### config.mk
export PLATFORM = sky130hd
export DESIGN_NAME = rr_req_agent
export DESIGN_NICKNAME = d
export VERILOG_FILES = /design/src/rtl/rr_arb_pkg.sv /design/src/rtl/rr_req_chan.sv /design/src/rtl/rr_req_agent.sv
export SDC_FILE = /design/constraint.sdc
export NUM_CORES = 1
export LEC_CHECK = 0
export CAP_MARGIN = 20
export CORE_MARGIN = 2
export CORE_UTILIZATION = 36
export CTS_CLUSTER_SIZE = 25
export DETAILED_ROUTE_END_ITERATION = 7
export GPL_TIMING_DRIVEN = 0
export PLACE_DENSITY = 0.68
export SLEW_MARGIN = 20
export SYNTH_ARGS = -nofsm -noshare
export SYNTH_HDL_FRONTEND = slang
export SYNTH_HIERARCHICAL = 1
export SYNTH_SLANG_ARGS = --single-unit
### constraint.sdc
create_clock -name clk -period 2.7 [get_ports clk]
set_input_delay 0.81 -clock clk [delete_from_list [all_inputs] [get_ports clk]]
set_output_delay 0.81 -clock clk [all_outputs]
set_load 0.01 [all_outputs]
### src/rtl/rr_arb_pkg.sv
// Shared definitions for the 4-channel round-robin arbiter and its requester
// agent: channel count, encoded grant values and a grant decoder.
package rr_arb_pkg;

    localparam int NCH = 4;

    // Encoded grant: 0 means no grant, 1..4 select channel 0..3.
    localparam logic [3:0] GNT_NONE = 4'd0;
    localparam logic [3:0] GNT_CH0  = 4'd1;
    localparam logic [3:0] GNT_CH1  = 4'd2;
    localparam logic [3:0] GNT_CH2  = 4'd3;
    localparam logic [3:0] GNT_CH3  = 4'd4;

    // Encoded grant to one-hot channel select; codes outside 1..4 give zero.
    function automatic logic [NCH-1:0] gnt_to_onehot(input logic [3:0] gnt);
        logic [NCH-1:0] oh;
        oh = '0;
        case (gnt)
            GNT_CH0: oh = 4'b0001;
            GNT_CH1: oh = 4'b0010;
            GNT_CH2: oh = 4'b0100;
            GNT_CH3: oh = 4'b1000;
            default: oh = '0;
        endcase
        return oh;
    endfunction

endpackage

### src/rtl/rr_req_chan.sv
// One requester channel: pending-beat counter, load handshake and the REQ
// term presented to the arbiter.
module rr_req_chan
    import rr_arb_pkg::*;
#(
    parameter int LEN_W = 4
) (
    input  logic             clk,
    input  logic             RST,
    input  logic             load_valid,
    input  logic [LEN_W-1:0] load_len,
    input  logic             hit,
    output logic             load_ready,
    output logic             busy,
    output logic             last,
    output logic             req
);

    logic [LEN_W-1:0] pending;

    // Load handshake: a load transfers on a cycle where load_valid and
    // load_ready are both high; load_ready is high only while the channel is
    // idle, so a busy channel stalls the loader until its burst drains.
    assign busy       = (pending != '0);
    assign last       = (pending == LEN_W'(1));
    assign load_ready = !busy;

    // Drop REQ in the cycle the final beat is taken so the registered arbiter
    // never grants this channel once it has emptied.
    assign req = busy && !(hit && last);

    // Counter: load when idle, count down once per taken beat. The two cannot
    // coincide because a hit needs a non-zero count and a load needs zero.
    always_ff @(posedge clk or posedge RST) begin
        if (RST) begin
            pending <= '0;
        end else if (load_valid && load_ready) begin
            pending <= load_len;
        end else if (hit) begin
            pending <= pending - LEN_W'(1);
        end
    end

endmodule

### src/rtl/rr_req_agent.sv
// Requester agent for the 4-channel round-robin arbiter: holds a burst per
// channel, raises REQ, consumes encoded GRANT and issues one registered beat
// per usable grant on a shared output port. Flags unusable grants.
module rr_req_agent
    import rr_arb_pkg::*;
#(
    parameter int LEN_W  = 4,
    parameter int DATA_W = 8
) (
    input  logic                  clk,
    input  logic                  RST,
    input  logic [NCH-1:0]        load_valid,
    input  logic [NCH*LEN_W-1:0]  load_len,
    output logic [NCH-1:0]        load_ready,
    input  logic [NCH*DATA_W-1:0] ch_data,
    input  logic [3:0]            GRANT,
    output logic [NCH-1:0]        REQ,
    output logic                  out_valid,
    output logic [1:0]            out_ch,
    output logic [DATA_W-1:0]     out_data,
    output logic                  out_last,
    output logic                  err_spurious
);

    logic [NCH-1:0]    gnt_oh;
    logic [NCH-1:0]    busy;
    logic [NCH-1:0]    last;
    logic [NCH-1:0]    hit;
    logic              bad_code;
    logic              spurious;

    logic              hit_any;
    logic [1:0]        hit_ch;
    logic [DATA_W-1:0] hit_data;
    logic              hit_last;

    // A grant is usable only when it names a channel that has beats left.
    assign gnt_oh   = gnt_to_onehot(GRANT);
    assign hit      = gnt_oh & busy;
    assign bad_code = (GRANT > GNT_CH3);
    assign spurious = bad_code || ((gnt_oh & ~busy) != '0);

    genvar g;
    generate
        for (g = 0; g < NCH; g++) begin : g_chan
            rr_req_chan #(.LEN_W(LEN_W)) u_chan (
                .clk        (clk),
                .RST        (RST),
                .load_valid (load_valid[g]),
                .load_len   (load_len[g*LEN_W +: LEN_W]),
                .hit        (hit[g]),
                .load_ready (load_ready[g]),
                .busy       (busy[g]),
                .last       (last[g]),
                .req        (REQ[g])
            );
        end
    endgenerate

    // Select the beat for the granted channel (at most one hit per cycle).
    always_comb begin
        hit_any  = 1'b0;
        hit_ch   = 2'd0;
        hit_data = '0;
        hit_last = 1'b0;
        for (int i = 0; i < NCH; i++) begin
            if (hit[i]) begin
                hit_any  = 1'b1;
                hit_ch   = 2'(i);
                hit_data = ch_data[i*DATA_W +: DATA_W];
                hit_last = last[i];
            end
        end
    end

    // Output register: present the taken beat next cycle; hold payload otherwise.
    always_ff @(posedge clk or posedge RST) begin
        if (RST) begin
            out_valid <= 1'b0;
            out_ch    <= 2'd0;
            out_data  <= '0;
            out_last  <= 1'b0;
        end else begin
            out_valid <= hit_any;
            if (hit_any) begin
                out_ch   <= hit_ch;
                out_data <= hit_data;
                out_last <= hit_last;
            end
        end
    end

    // Sticky error flag for grants that cannot be serviced.
    always_ff @(posedge clk or posedge RST) begin
        if (RST) begin
            err_spurious <= 1'b0;
        end else if (spurious) begin
            err_spurious <= 1'b1;
        end
    end

endmodule

-- Word-level counts from Yosys, hierarchy flattened
Index checks and enable logic that the tools add are counted.
- output and inout port bits: 21
- word-level logic and storage cells: 79
- register bits: 29
- input port bits: 58
- bitwise operators: 3
- muxes and demuxes: 24
- equality and inequality tests: 8
- $lt $le $gt $ge: 1
- add/sub/neg operators: 4
- reduce and logical (&&, ||, !) cells: 30
- operators with widths (operator ; number):
    4-bit 2-to-1 mux ; 8
    8-bit 2-to-1 mux ; 4
    4-bit by 1-bit equality test with 1-bit output, second input constant ; 5
    4-bit nonzero test ; 5
    4-bit one-hot mux with 4 select lines ; 1
    4-bit by 1-bit subtractor with 4-bit output, second input constant ; 4
    1-bit logical AND ; 12
    1-bit 2-to-1 mux ; 9
    4-bit bitwise AND ; 2
    4-bit by 2-bit equality test with 1-bit output, second input constant ; 2
    1-bit logical NOT ; 8
    2-bit nonzero test ; 4
    4-bit by 3-bit equality test with 1-bit output, second input constant ; 1
    4-bit by 3-bit > comparator with 1-bit output, second input constant ; 1
    2-bit 2-to-1 mux ; 2
    4-bit inverter ; 1
    1-bit logical OR ; 1

-- Depth between registers and ports, before layout
Gate-level depths: netlist of run 1.
- word-level depth: 7
- mapped depth: 10
- depth with buffers taken out: 10

-- Cells and area by module
Netlist of run 1, hierarchy kept.
- modules (own cells, without submodules) (module ; area an instance (um2) ; cells each ; times used):
    rr_req_chan ; 280.3 ; 33 ; 4
    rr_req_agent ; 892.1 ; 102 ; 1

-- Worst setup path before layout of run 1
OpenSTA, ideal clock, no wires.
- path type: reg2out
- start point: register g_chan[0].u_chan.pending[0]
- end point: output port REQ[0]
- data required time: 1.890 ns
- setup slack: 0.096 ns
- data arrival time: 1.794 ns
- cell stages (with the launch flop): 9
- path buffers: 1
- cell sequence: dfrtp_1 -> inv_1 -> ha_1 -> and2_1 -> inv_1 -> and3b_1 -> clkbuf_1 -> and2_1 -> a21oi_1
- longest elaborated chain between the ends: 5
- RTL lines (element ; line ; RTL):
    start, declared ; rr_req_chan.sv:19 ; logic [LEN_W-1:0] pending;
    start signal, assigned ; rr_req_chan.sv:38 ; pending <= load_len;
    start signal, assigned ; rr_req_chan.sv:40 ; pending <= pending - LEN_W'(1);
    4-bit nonzero test ; rr_req_chan.sv:24 ; assign busy = (pending != '0);
    via busy[0] ; rr_req_agent.sv:26 ; logic [NCH-1:0] busy;
    4-bit bitwise AND ; rr_req_agent.sv:39 ; assign hit = gnt_oh & busy;
    via hit[0] ; rr_req_agent.sv:28 ; logic [NCH-1:0] hit;
    1-bit logical AND ; rr_req_chan.sv:30 ; assign req = busy && !(hit && last);
    1-bit logical NOT ; rr_req_chan.sv:30 ;
    1-bit logical AND ; rr_req_chan.sv:30 ;
    end, declared ; rr_req_agent.sv:17 ; output logic [NCH-1:0] REQ,
The timed path passes the listed nets, and every way through them passes these cells.

-- Final worst setup path of run 1
- start point: input port GRANT[1]
- end point: output port REQ[2]
- longest elaborated chain between the ends: 6
- RTL lines (element ; line ; RTL):
    start, declared ; rr_req_agent.sv:16 ; input logic [3:0] GRANT,
    4-bit by 3-bit equality test with 1-bit output, or another cell as far along ; rr_arb_pkg.sv:18 ; case (gnt)
    4-bit one-hot mux with 4 select lines * ; rr_arb_pkg.sv:18 ;
    4-bit bitwise AND * ; rr_req_agent.sv:39 ;
    via hit[2] ; rr_req_agent.sv:28 ;
    1-bit logical AND * ; rr_req_chan.sv:30 ;
    1-bit logical NOT * ; rr_req_chan.sv:30 ;
    1-bit logical AND * ; rr_req_chan.sv:30 ;
The timed path passes the listed nets; every way through them passes the cells marked *.

==> flow_summary.json, run 1 <==
{
  "grt_pass1_vias": 1950,
  "crit_start": "GRANT[1]",
  "critPathLaunchType": "primary input",
  "final_util": 0.581,
  "grt_max_degree": 14,
  "ys_types": 31,
  "hold_start": "err_spurious$_DFFE_PP0P_",
  "synth-seq-area-share": 0.360,
  "dp_hpwl_um": 3980,
  "worstPathCellList": "clkdlybuf4s15_2 -> nor3b_2 -> buf_4 -> nand2_4 -> inv_4 -> a21oi_1 -> buf_2",
  "fin_crit_ns": 2.59,
  "overflow": 0,
  "mostFrequentLayoutCells": "clkdlybuf4s50_1 (70), nand3_1 (33), dfrtp_1 (29)",
  "hp-class": "reg2reg",
  "skew_ns": 0.00517,
  "clkPwrFrac": 0.177,
  "p_sw_uw": 686,
  "ys_top_cells_by_area": "dfrtp_1 (36%), nand3_1 (8.5%), nand4_1 (5.6%), ha_1 (5.0%), mux2_2 (4.5%)",
  "swShare": 0.355,
  "status": "finished clean",
  "cap_violations": 0,
  "crit_slowest_cell": "clkdlybuf4s15_2",
  "dieArea_mm2": 0.00621,
  "vias": 2073,
  "coreArea_mm2": 0.00544,
  "ir_drop_mv": 0.345,
  "drt_iter0_markers": 152,
  "num-fill-cells": 508,
  "syn_nets": 300,
  "post-route-period-util": 0.959,
  "synth_top_area_frac": 0.360,
  "synth_flop_cell": "dfrtp_1",
  "path_class": "in2out",
  "antenna_found_initial": 0,
  "cp_max_fo": 7,
  "cts_tree": "done",
  "cts_buffers": 5,
  "syn_inst": 234,
  "rsz0062_at_grt": "false",
  "die_h_um": 78.8,
  "slew_headroom": 0.645,
  "final_nets": 396,
  "reg2reg_from": "g_chan[0].u_chan/pending[1]$_DFFE_PP0P_",
  "critPathRequiredTime_ns": 1.89,
  "diodes": 0,
  "port_buffers": 78,
  "routed_wl_um": 5600,
  "r2r_setup_slack_ns": 0.61,
  "slew_viol_final": 0,
  "seq_power_share": 0.347,
  "internal_power_uw": 1250,
  "synth_area_leader_cell": "dfrtp_1",
  "crit_buf_inv": 4,
  "ys_seq_elements": 29,
  "insertion_delay_ns": 0.28,
  "clkTransAtPathRegs_ns": 0.06,
  "hold_violations": 0,
  "synth-edff-count": 0,
  "die_x_um": 78.8,
  "ant_nets": 0,
  "critPathTopFamily": "buffers and inverters",
  "clk_path_buf_depth": 2,
  "core.rowCount": 27,
  "wire_per_inst_um": 13.9,
  "final.setup.tns_ns": 0,
  "setup_viol": 0,
  "track_usage": 0.185,
  "drc": 0,
  "syn-cell-area_mm2": 0.00201,
  "leakagePower_uw": 0.00130,
  "firstDrtPassIters": 5,
  "async_flop_share": 1.00,
  "synth_warnings": 6,
  "max_freq_mhz": 386,
  "layout-drive-gt1-share": 0.227,
  "avgSynthCellArea_um2": 8.60,
  "cp-end-kind": "primary output",
  "root_buffer": "clkbuf_8",
  "power_density_mw_per_mm2": 612,
  "clock_sink_count": 29,
  "holdWs_ns": 0.500,
  "avgViaCountPerCell": 5.14,
  "mostFrequentLayoutCell": "clkdlybuf4s50_1",
  "ios": 79,
  "critPathMaxStageDelay_ns": 0.23,
  "syn2layout_area_growth_pct": 57.0,
  "worstMarginPinSlew_ns": 0.532,
  "p_comb_frac": 0.476,
  "crit_arrival_ns": 1.78,
  "start_util": 0.370,
  "htree_levels": 2,
  "grt_pass1_wl_um": 9050,
  "gp_congestion": 0.778
}
worst min-delay path, cell delays in order (launching register included):
cell and delay, ns:
dfrtp_1 0.35, nor2_1 0.05, o2111ai_1 0.06
through the flow:
step | total power, uW | setup WS (ns) | instances | cell area, um2
after floorplan | 1110 | 0.0957 | 234 | 2010
after global placement | 1410 | -1.09 | 384 | 2880
after detailed placement | 1420 | -1.09 | 384 | 2880
after CTS | 1870 | 0.00683 | 399 | 3110
after global routing | 2100 | 0.0200 | 403 | 3160
final | 1930 | 0.110 | 403 | 3160
sequential cells by signal (all words and copies together), names as in the netlist:
register / flops
err_spurious: 1
g_chan.u_chan/pending: 16
out_ch: 2
out_data: 8
out_last: 1
out_valid: 1
cell type report:
cell class                      instances  area (um2)  area share
Clock buffer                            8        80.1      0.0253
Multi-Input combinational cell        177        1290       0.409
Sequential cell                        29         726       0.230
Buffer                                  7        43.8      0.0139
Tap cell                               72        90.1      0.0285
Inverter                               20        80.1      0.0253
Timing Repair Buffer                   90         850       0.269
kinds of logic after synthesis:
kind of cell               Yosys count  share of synthesized area
xor gates and xnor gates             4                     0.0174
adders and majority gates            8                     0.0497
muxes                                9                     0.0522
buffers and inverters               28                     0.0547
AOI/OAI and AO/OA                   32                      0.104
DFF                                 29                      0.360
and+or+nand+nor                    124                      0.361
power by group through the flow:
| stage | Combinational, uW | Clock [uW] | Sequential (uW) |
|---|---|---|---|
| 2_1_floorplan | 435 | 0 | 675 |
| 3_3_place_gp | 728 | 0 | 677 |
| 3_5_place_dp | 738 | 0 | 683 |
| 4_1_cts | 860 | 352 | 662 |
| 5_1_grt | 1030 | 375 | 693 |
| 6_report | 920 | 343 | 671 |
repair_timing:
action	CTS	global route
gates cloned	0	0
hold buffers	0	0
gates resized for setup	60	12
endpoints found under the setup margin	7	3
setup buffers	8	4
pin swaps	4	3
path summary, 6_finish.rpt:
kind,end,cells past startpoint
min in group asynchronous,g_chan[2].u_chan/pending[0]$_DFFE_PP0P_,2
worst min register to register,err_spurious$_DFFE_PP0P_,2
worst max register to register,out_data[5]$_DFFE_PP0P_,9
max in group asynchronous,out_last$_DFFE_PP0P_,2
worst min-delay path,err_spurious$_DFFE_PP0P_,2
worst max-delay path,REQ[2],7
layer usage:
metal / part of all wire / up-vias / track usage
met2: 0.46 / 72 / 0.301
met5: 0 / - / 0
met3: 0.075 / 8 / 0.0500
met1: 0.45 / 958 / 0.240
met4: 0.014 / 0 / 0.0579
li1: - / 1035 / -
Yosys cell counts (all sizes together) (4+ instances only):
master	n
or3b	4
ha	8
xnor2	4
nor2	9
and2	11
nand2	18
nor3	8
o22a	4
a211oi	4
nand2b	4
and4bb	4
nor2b	5
o21ai	18
and3b	6
nand4	18
inv	20
mux2	9
dfrtp	29
a21oi	4
clkbuf	6
nand3	35
Power figures use the tool's default switching activity.
==> run 2, diff against run 1 <==
--- a/config.mk
+++ b/config.mk
@@ -5,6 +5,7 @@
 export SDC_FILE = /design/constraint.sdc
 export NUM_CORES = 1
 export LEC_CHECK = 0
+export ABC_CLOCK_PERIOD_IN_PS = 2700
 export CAP_MARGIN = 20
 export CORE_MARGIN = 2
 export CORE_UTILIZATION = 36
==> results of run 2 <==
The final DEF is identical to that of run 1; final timing and power are the same.
